--- src/rtl/nibble_serial_adder.sv ---
// nibble_serial_adder: adds two NIBBLES*4-bit operands one nibble per cycle using an
// external combinational 4-bit ripple carry adder, chaining the carry across cycles.
// Results leave over a valid/ready handshake.
// Optional feature: define SERIAL_ADD_OVF_EN to add the signed-overflow output ovf.
module nibble_serial_adder #(
  parameter int unsigned NIBBLES = 4
) (
  input  logic                   clk,
  input  logic                   rst,
  input  logic                   in_valid,
  output logic                   in_ready,
  input  logic [4*NIBBLES-1:0]   op_a,
  input  logic [4*NIBBLES-1:0]   op_b,
  input  logic                   op_cin,
  output logic [3:0]             add_a,
  output logic [3:0]             add_b,
  output logic                   add_cin,
  input  logic [3:0]             add_sum,
  input  logic                   add_cout,
  output logic                   out_valid,
  input  logic                   out_ready,
  output logic [4*NIBBLES-1:0]   sum,
`ifdef SERIAL_ADD_OVF_EN
  output logic                   ovf,
`endif
  output logic                   cout
);

  localparam int unsigned W  = 4 * NIBBLES;
  localparam int unsigned CW = (NIBBLES > 1) ? $clog2(NIBBLES) : 1;

  typedef enum logic [1:0] {StIdle, StRun, StDone} state_e;

  state_e          r_state;
  logic [W-1:0]    r_a;
  logic [W-1:0]    r_b;
  logic            r_c;
  logic            r_carry;
  logic [W-1:0]    r_sum;
  logic            r_cout;
  logic [CW-1:0]   r_k;
`ifdef SERIAL_ADD_OVF_EN
  logic            r_ovf;
`endif

  logic            w_last;
  logic [CW+1:0]   w_base;

  // Bit offset of the nibble being processed this cycle.
  assign w_base = {r_k, 2'b00};
  assign w_last = (r_k == CW'(NIBBLES - 1));

  // Sequencer: operand capture, per-nibble accumulation and result handshake.
  always_ff @(posedge clk) begin
    if (rst) begin
      r_state <= StIdle;
      r_a     <= '0;
      r_b     <= '0;
      r_c     <= 1'b0;
      r_carry <= 1'b0;
      r_sum   <= '0;
      r_cout  <= 1'b0;
      r_k     <= '0;
`ifdef SERIAL_ADD_OVF_EN
      r_ovf   <= 1'b0;
`endif
    end else begin
      case (r_state)
        StIdle: begin
          if (in_valid) begin
            r_a     <= op_a;
            r_b     <= op_b;
            r_c     <= op_cin;
            r_k     <= '0;
            r_state <= StRun;
          end
        end
        StRun: begin
          r_sum[w_base +: 4] <= add_sum;
          r_carry            <= add_cout;
          if (w_last) begin
            r_cout  <= add_cout;
`ifdef SERIAL_ADD_OVF_EN
            // Like-signed operands whose result sign differs have overflowed.
            r_ovf   <= (r_a[W-1] == r_b[W-1]) & (add_sum[3] != r_a[W-1]);
`endif
            r_k     <= '0;
            r_state <= StDone;
          end else begin
            r_k <= r_k + CW'(1);
          end
        end
        StDone: begin
          if (out_ready) begin
            r_state <= StIdle;
          end
        end
        default: r_state <= StIdle;
      endcase
    end
  end

  // Adder operands: current nibble while running, zero otherwise.
  always_comb begin
    add_a   = 4'h0;
    add_b   = 4'h0;
    add_cin = 1'b0;
    if (r_state == StRun) begin
      add_a   = r_a[w_base +: 4];
      add_b   = r_b[w_base +: 4];
      add_cin = (r_k == '0) ? r_c : r_carry;
    end
  end

  assign in_ready  = (r_state == StIdle);
  assign out_valid = (r_state == StDone);
  assign sum       = r_sum;
  assign cout      = r_cout;
`ifdef SERIAL_ADD_OVF_EN
  assign ovf       = r_ovf;
`endif

endmodule

--- config.mk ---
export PLATFORM = sky130hd
export DESIGN_NAME = nibble_serial_adder
export DESIGN_NICKNAME = d
export VERILOG_FILES = /design/src/rtl/nibble_serial_adder.sv
export SDC_FILE = /design/constraint.sdc
export NUM_CORES = 1
export LEC_CHECK = 0
export CAP_MARGIN = 20
export CORE_MARGIN = 2
export CORE_UTILIZATION = 45
export DETAILED_ROUTE_END_ITERATION = 10
export PLACE_DENSITY = 0.85
export SLEW_MARGIN = 20
export SYNTH_ARGS = -nofsm -noshare
export SYNTH_HDL_FRONTEND = slang
export SYNTH_SLANG_ARGS = --single-unit
--- constraint.sdc ---
create_clock -name clk -period 6.1 [get_ports clk]
set_input_delay 1.83 -clock clk [delete_from_list [all_inputs] [get_ports clk]]
set_output_delay 1.83 -clock clk [all_outputs]
set_load 0.02 [all_outputs]
==> impl_metrics.yaml, run 1 <==
cts:
  cts_repair_resize_count: 0
  cts_tree: "built"
  cts_max_path_buffers: 2
  clkTransAtPathRegs_ns: 0.09
  root_buffer: "clkbuf_8"
  clock_latency_ns: 0.30
  cts_hold_buf: 0
  postCtsSetupBuffers: 0
  cts_buffers: 5
  cts.htree.levels: 2
  cts_sinks: 55
synthesis:
  ys.flop_type: "dfxtp_1"
  syn_area_per_cell_um2: 9.04
  synthDistinctLibCells: 27
  ys_seq_area_share_pct: 46.3
  synthArstFlopShare_pct: 0
  synth_edf_count: 0
  synth_cells: 263
  syn-num-nets: 310
  synth_area_leaders: "dfxtp_1, nand2_1, a21oi_1, mux4_2, buf_6"
  synth_top_cell_by_area: "dfxtp_1"
  ys_seq_elements: 55
  syn_area_mm2: 0.00238
  yosys_warnings: 0
  yosysTopAreaCellShare_pct: 46.3
final_layout:
  drive_gt1_share_pct: 6.54
  areaGrowthSynthToFinish_pct: 31.1
  final_area_mm2: 0.00312
  fin_nets: 368
  layout_common_cells: "nand2_1, clkdlybuf4s50_1, dfxtp_1, a21oi_1"
  stdcell_count: 391
  final_common_cell: "nand2_1"
  nFillCells: 483
  n_antenna_cell: 0
critical_path:
  critPathMaxFanout: 16
  cp_data_arrival_time_ns: 2.62
  rrSetupSlack_ns: 3.73
  worst_setup_path_start_kind: "register"
  worstPathRequired_ns: 4.27
  cpMaxStageDelayCell: "dfxtp_1"
  crit_chain: "inv_1 > ha_1 > mux2i_1 > nor2_1 > clkdlybuf4s50_1"
  cp.buffers_inverters: 2
  slowest_delay_ns: 0.88
  cp_top_family: "flip-flops"
  end_kind: "output port"
  critical_path_class: "register to output port"
global_route:
  grt_pass1_vias: 1867
  grt_first_pass_wirelength_mm: 8.30
  overflow: 0
  grtUsageTotal_pct: 17.3
  antenna_found_initial: 0
  grt_max_degree: 51
timing:
  tightest_slew_ns: 0.885
  min_period_ns: 4.45
  fin_ws_ns: 1.65
  whs_ns: 0.458
  setup_tns_ns: 0
  period_share_pct: 72.9
  maxSlewViolCount: 0
  grt_setup_unrepaired: "false"
  skew_ns: 0.00452
  hold_viol_final: 0
  setup_viol: 0
  slew-limit-headroom_pct: 41.0
  max_freq_mhz: 225
placed_design:
  numPortBuffers: 69
  place_area_mm2: 0.00303
  finalWeightedCongestion: 0.775
  dp_hpwl_mm: 3.62
  placedCellCount: 384
  pre_cts_ws_ns: 1.94
power:
  p_leak_nw: 1.12
  peakVddDrop_mv: 0.0940
  powerDensity_mw_per_mm2: 222
outcome:
  outcome: "completed"
floorplan:
  start_util_pct: 46.5
  dieArea_mm2: 0.00588
  die_w_um: 76.7
  rows: 26
  pin_count: 70
  die_h_um: 76.7
  coreArea_mm2: 0.00511
routing:
  ant_nets: 0
  wl_per_cell_um: 12.9
  drc: 0
  dr.pass1.iters: 4
  drt_iter0_drc: 105
  wl_mm: 5.05
  num_vias: 1980
  via_per_inst: 5.06
min_path:
  min_path_type: "register to register"
job:
  max_cap_viol_count: 0
-- synth_stat cells, types with 3 or more instances --
| cell type | instances |
|---|---|
| nand2_1 | 75 |
| dfxtp_1 | 55 |
| a21oi_1 | 48 |
| a22o_1 | 8 |
| and2_1 | 8 |
| clkbuf_1 | 8 |
| mux4_2 | 8 |
| buf_6 | 7 |
| nand2b_1 | 6 |
| nand3_1 | 6 |
| ha_1 | 5 |
| nor2_1 | 5 |
| nand4_1 | 4 |
| buf_4 | 3 |
-- worst register-to-register path, cell delays in order, from the launching register on --
cell and delay, ns:
dfxtp_1 0.88, inv_1 0.22, ha_1 0.42, and4bb_2 0.26, and4_1 0.24, a22o_1 0.25
-- registers in the layout, summed over array words and instances (netlist names) --
signal	cells
r_a	16
r_b	16
sum	16
r_k	2
r_state	2
cout	1
r_c	1
r_carry	1
-- stage by stage --
stage / power (mW) / utilization (%)
after global placement: 0.503 / 59.3
final: 0.691 / 61.0
after global routing: 0.722 / 61.0
after floorplan: 0.464 / -
after CTS: 0.700 / 61.0
after detailed placement: 0.507 / 59.3
-- per-layer routing --
metal  wire length [µm]  track usage [%]  part of all wire [%]
met1               2200             20.9                    43
met2               2460             29.9                    49
met3                318             4.71                   6.3
met4                 78             5.27                   1.5
met5                  0                0                     0
-- power breakdown --
part / switching (mW) / internal, mW
Combinational: 0.0503 / 0.0570
Sequential: 0.0137 / 0.376
Clock: 0.105 / 0.0892
Total: 0.169 / 0.522
-- area by class of cell --
class                           count  area [µm²]  area share [%]
Clock buffer                        6        82.6            2.65
Sequential cell                    55        1100            35.3
Timing Repair Buffer               70         693            22.2
Multi-Input combinational cell    187        1140            36.5
Inverter                            2        7.51           0.241
Tap cell                           70        87.6            2.81
Clock inverter                      1        5.00           0.161
-- path summary, 6_finish.rpt --
kind                            cells after the start      end     from
worst min register to register                      2  r_a[13]  r_a[13]
worst max register to register                      5  sum[10]   r_k[0]
worst max-delay path                                5  add_cin   r_k[0]
worst min-delay path                                2  r_a[13]  r_a[13]
-- logic make-up after synthesis --
kind of cell | after synthesis | synth area share, %
AOI/OAI and AO/OA | 57 | 13.4
DFF | 55 | 46.3
buffers and inverters | 21 | 6.05
adders and majority gates | 5 | 2.63
muxes | 9 | 8.00
and+or+nand+nor | 116 | 23.6
(Power assumes the default switching activity.)
==> run 2, diff against run 1 <==
clock period = 4.2 ns   (was 6.1 ns; I/O delays follow)
==> impl_metrics.yaml, run 2 (synthesis results as in run 1) <==
timing:
  tightest_slew_ns: 0.798
  grt_setup_unrepaired: "false"
  skew_ns: 0.00512
  setup_viol: 0
  hold_viol_final: 0
  period_share_pct: 86.8
  max_freq_mhz: 274
  setup_tns_ns: 0
  slew-limit-headroom_pct: 46.7
  whs_ns: 0.460
  fin_ws_ns: 0.553
  maxSlewViolCount: 0
  min_period_ns: 3.65
critical_path:
  end_kind: "output port"
  slowest_delay_ns: 0.63
  cp_data_arrival_time_ns: 2.39
  cp_top_family: "buffers and inverters"
  cp.buffers_inverters: 3
  cpMaxStageDelayCell: "clkdlybuf4s50_1"
  rrSetupSlack_ns: 2.10
  worstPathRequired_ns: 2.94
  crit_chain: "buf_4 > inv_1 > ha_1 > mux2i_1 > nor2_1 > clkdlybuf4s50_1"
  worst_setup_path_start_kind: "register"
  critical_path_class: "register to output port"
  critPathMaxFanout: 12
placed_design:
  numPortBuffers: 69
  finalWeightedCongestion: 0.828
  placedCellCount: 387
  pre_cts_ws_ns: 0.865
  dp_hpwl_mm: 3.72
  place_area_mm2: 0.00305
routing:
  drt_iter0_drc: 106
  wl_per_cell_um: 13.0
  wl_mm: 5.14
  wl_met3_um: 210
  ant_nets: 0
  num_vias: 1996
  dr.pass1.iters: 4
  via_per_inst: 5.05
  dr_wl_met2_mm: 2.60
  top_layer_used: "met4"
  wl_met1_mm: 2.31
  drc: 0
power:
  pwr-share-seq_pct: 50.0
  clockPowerShare_pct: 35.5
  netSwitchingFraction_pct: 22.7
  p_int_mw: 0.869
  p_sw_mw: 0.255
  peakVddDrop_mv: 0.204
  p_leak_nw: 1.16
  powerDensity_mw_per_mm2: 353
  combPwrFrac_pct: 14.5
  fin_total_pwr_mw: 1.12
job:
  max_cap_viol_count: 0
global_route:
  grt_max_degree: 50
  grtUsageTotal_pct: 18.4
  overflow: 0
  antenna_found_initial: 0
  grt_first_pass_wirelength_mm: 8.82
  grt_pass1_vias: 1960
outcome:
  outcome: "completed"
final_layout:
  drive_gt1_share_pct: 7.38
  layout_common_cells: "nand2_1, clkdlybuf4s50_1, dfxtp_1, a21oi_1"
  stdcell_count: 395
  final_area_mm2: 0.00318
  utilization_pct: 62.3
  final_common_cell: "nand2_1"
  areaGrowthSynthToFinish_pct: 33.9
  n_antenna_cell: 0
  fin_nets: 371
floorplan:
  die_h_um: 76.7
  coreArea_mm2: 0.00511
  rows: 26
  dieArea_mm2: 0.00588
  die_w_um: 76.7
  start_util_pct: 46.5
  pin_count: 70
cts:
  postCtsSetupBuffers: 0
  clkTransAtPathRegs_ns: 0.09
  cts_sinks: 55
  cts_hold_buf: 0
  cts_repair_resize_count: 0
  cts.htree.levels: 2
  clock_latency_ns: 0.30
  cts_max_path_buffers: 2
  cts_buffers: 5
  cts_tree: "built"
  root_buffer: "clkbuf_8"
min_path:
  min_path_type: "register to register"
==> run 2: final cells by class <==
type | instances | area, µm²
Fill cell | 472 | 1920
Multi-Input combinational cell | 187 | 1140
Sequential cell | 55 | 1100
Timing Repair Buffer | 73 | 716
Tap cell | 70 | 87.6
Clock buffer | 6 | 72.6
Clock inverter | 2 | 60.1
Inverter | 2 | 7.51
==> run 2: power by group through the flow <==
| stage | Combinational, mW | Sequential, mW | Clock, mW |
|---|---|---|---|
| 2_1_floorplan | 0.105 | 0.570 | 0 |
| 3_3_place_gp | 0.161 | 0.574 | 0 |
| 3_5_place_dp | 0.164 | 0.575 | 0 |
| 4_1_cts | 0.165 | 0.563 | 0.407 |
| 5_1_grt | 0.180 | 0.566 | 0.430 |
| 6_report | 0.163 | 0.562 | 0.400 |
==> run 2: worst register-to-register path, delay by kind of cell (launching register included) <==
family                   cells  cell delay [ns]
buffers and inverters        2             0.38
AO/OA/AOI/OAI                1             0.23
flip-flops                   1             0.50
adder cells (fa/ha/maj)      1             0.39
AND/OR/NAND/NOR              2             0.49
==> run 2: routing by layer <==
metal | up-vias | track usage [%]
met5 | - | 0
met4 | 0 | 4.91
met3 | 2 | 4.24
met2 | 57 | 31.8
met1 | 921 | 23.1
li1 | 1016 | -
==> run 2: path summary, 6_finish.rpt <==
path	start	cells past startpoint	end
worst min register to register	r_b[11]	2	r_b[11]
worst max-delay path	r_k[0]	6	add_cin
worst min-delay path	r_b[11]	2	r_b[11]
worst max register to register	r_k[0]	6	sum[6]
==> run 3, diff against run 2 <==
TNS_END_PERCENT = 10   (was unset)
==> results of run 3 <==
Final layout, timing and power as in run 2 (identical DEF).
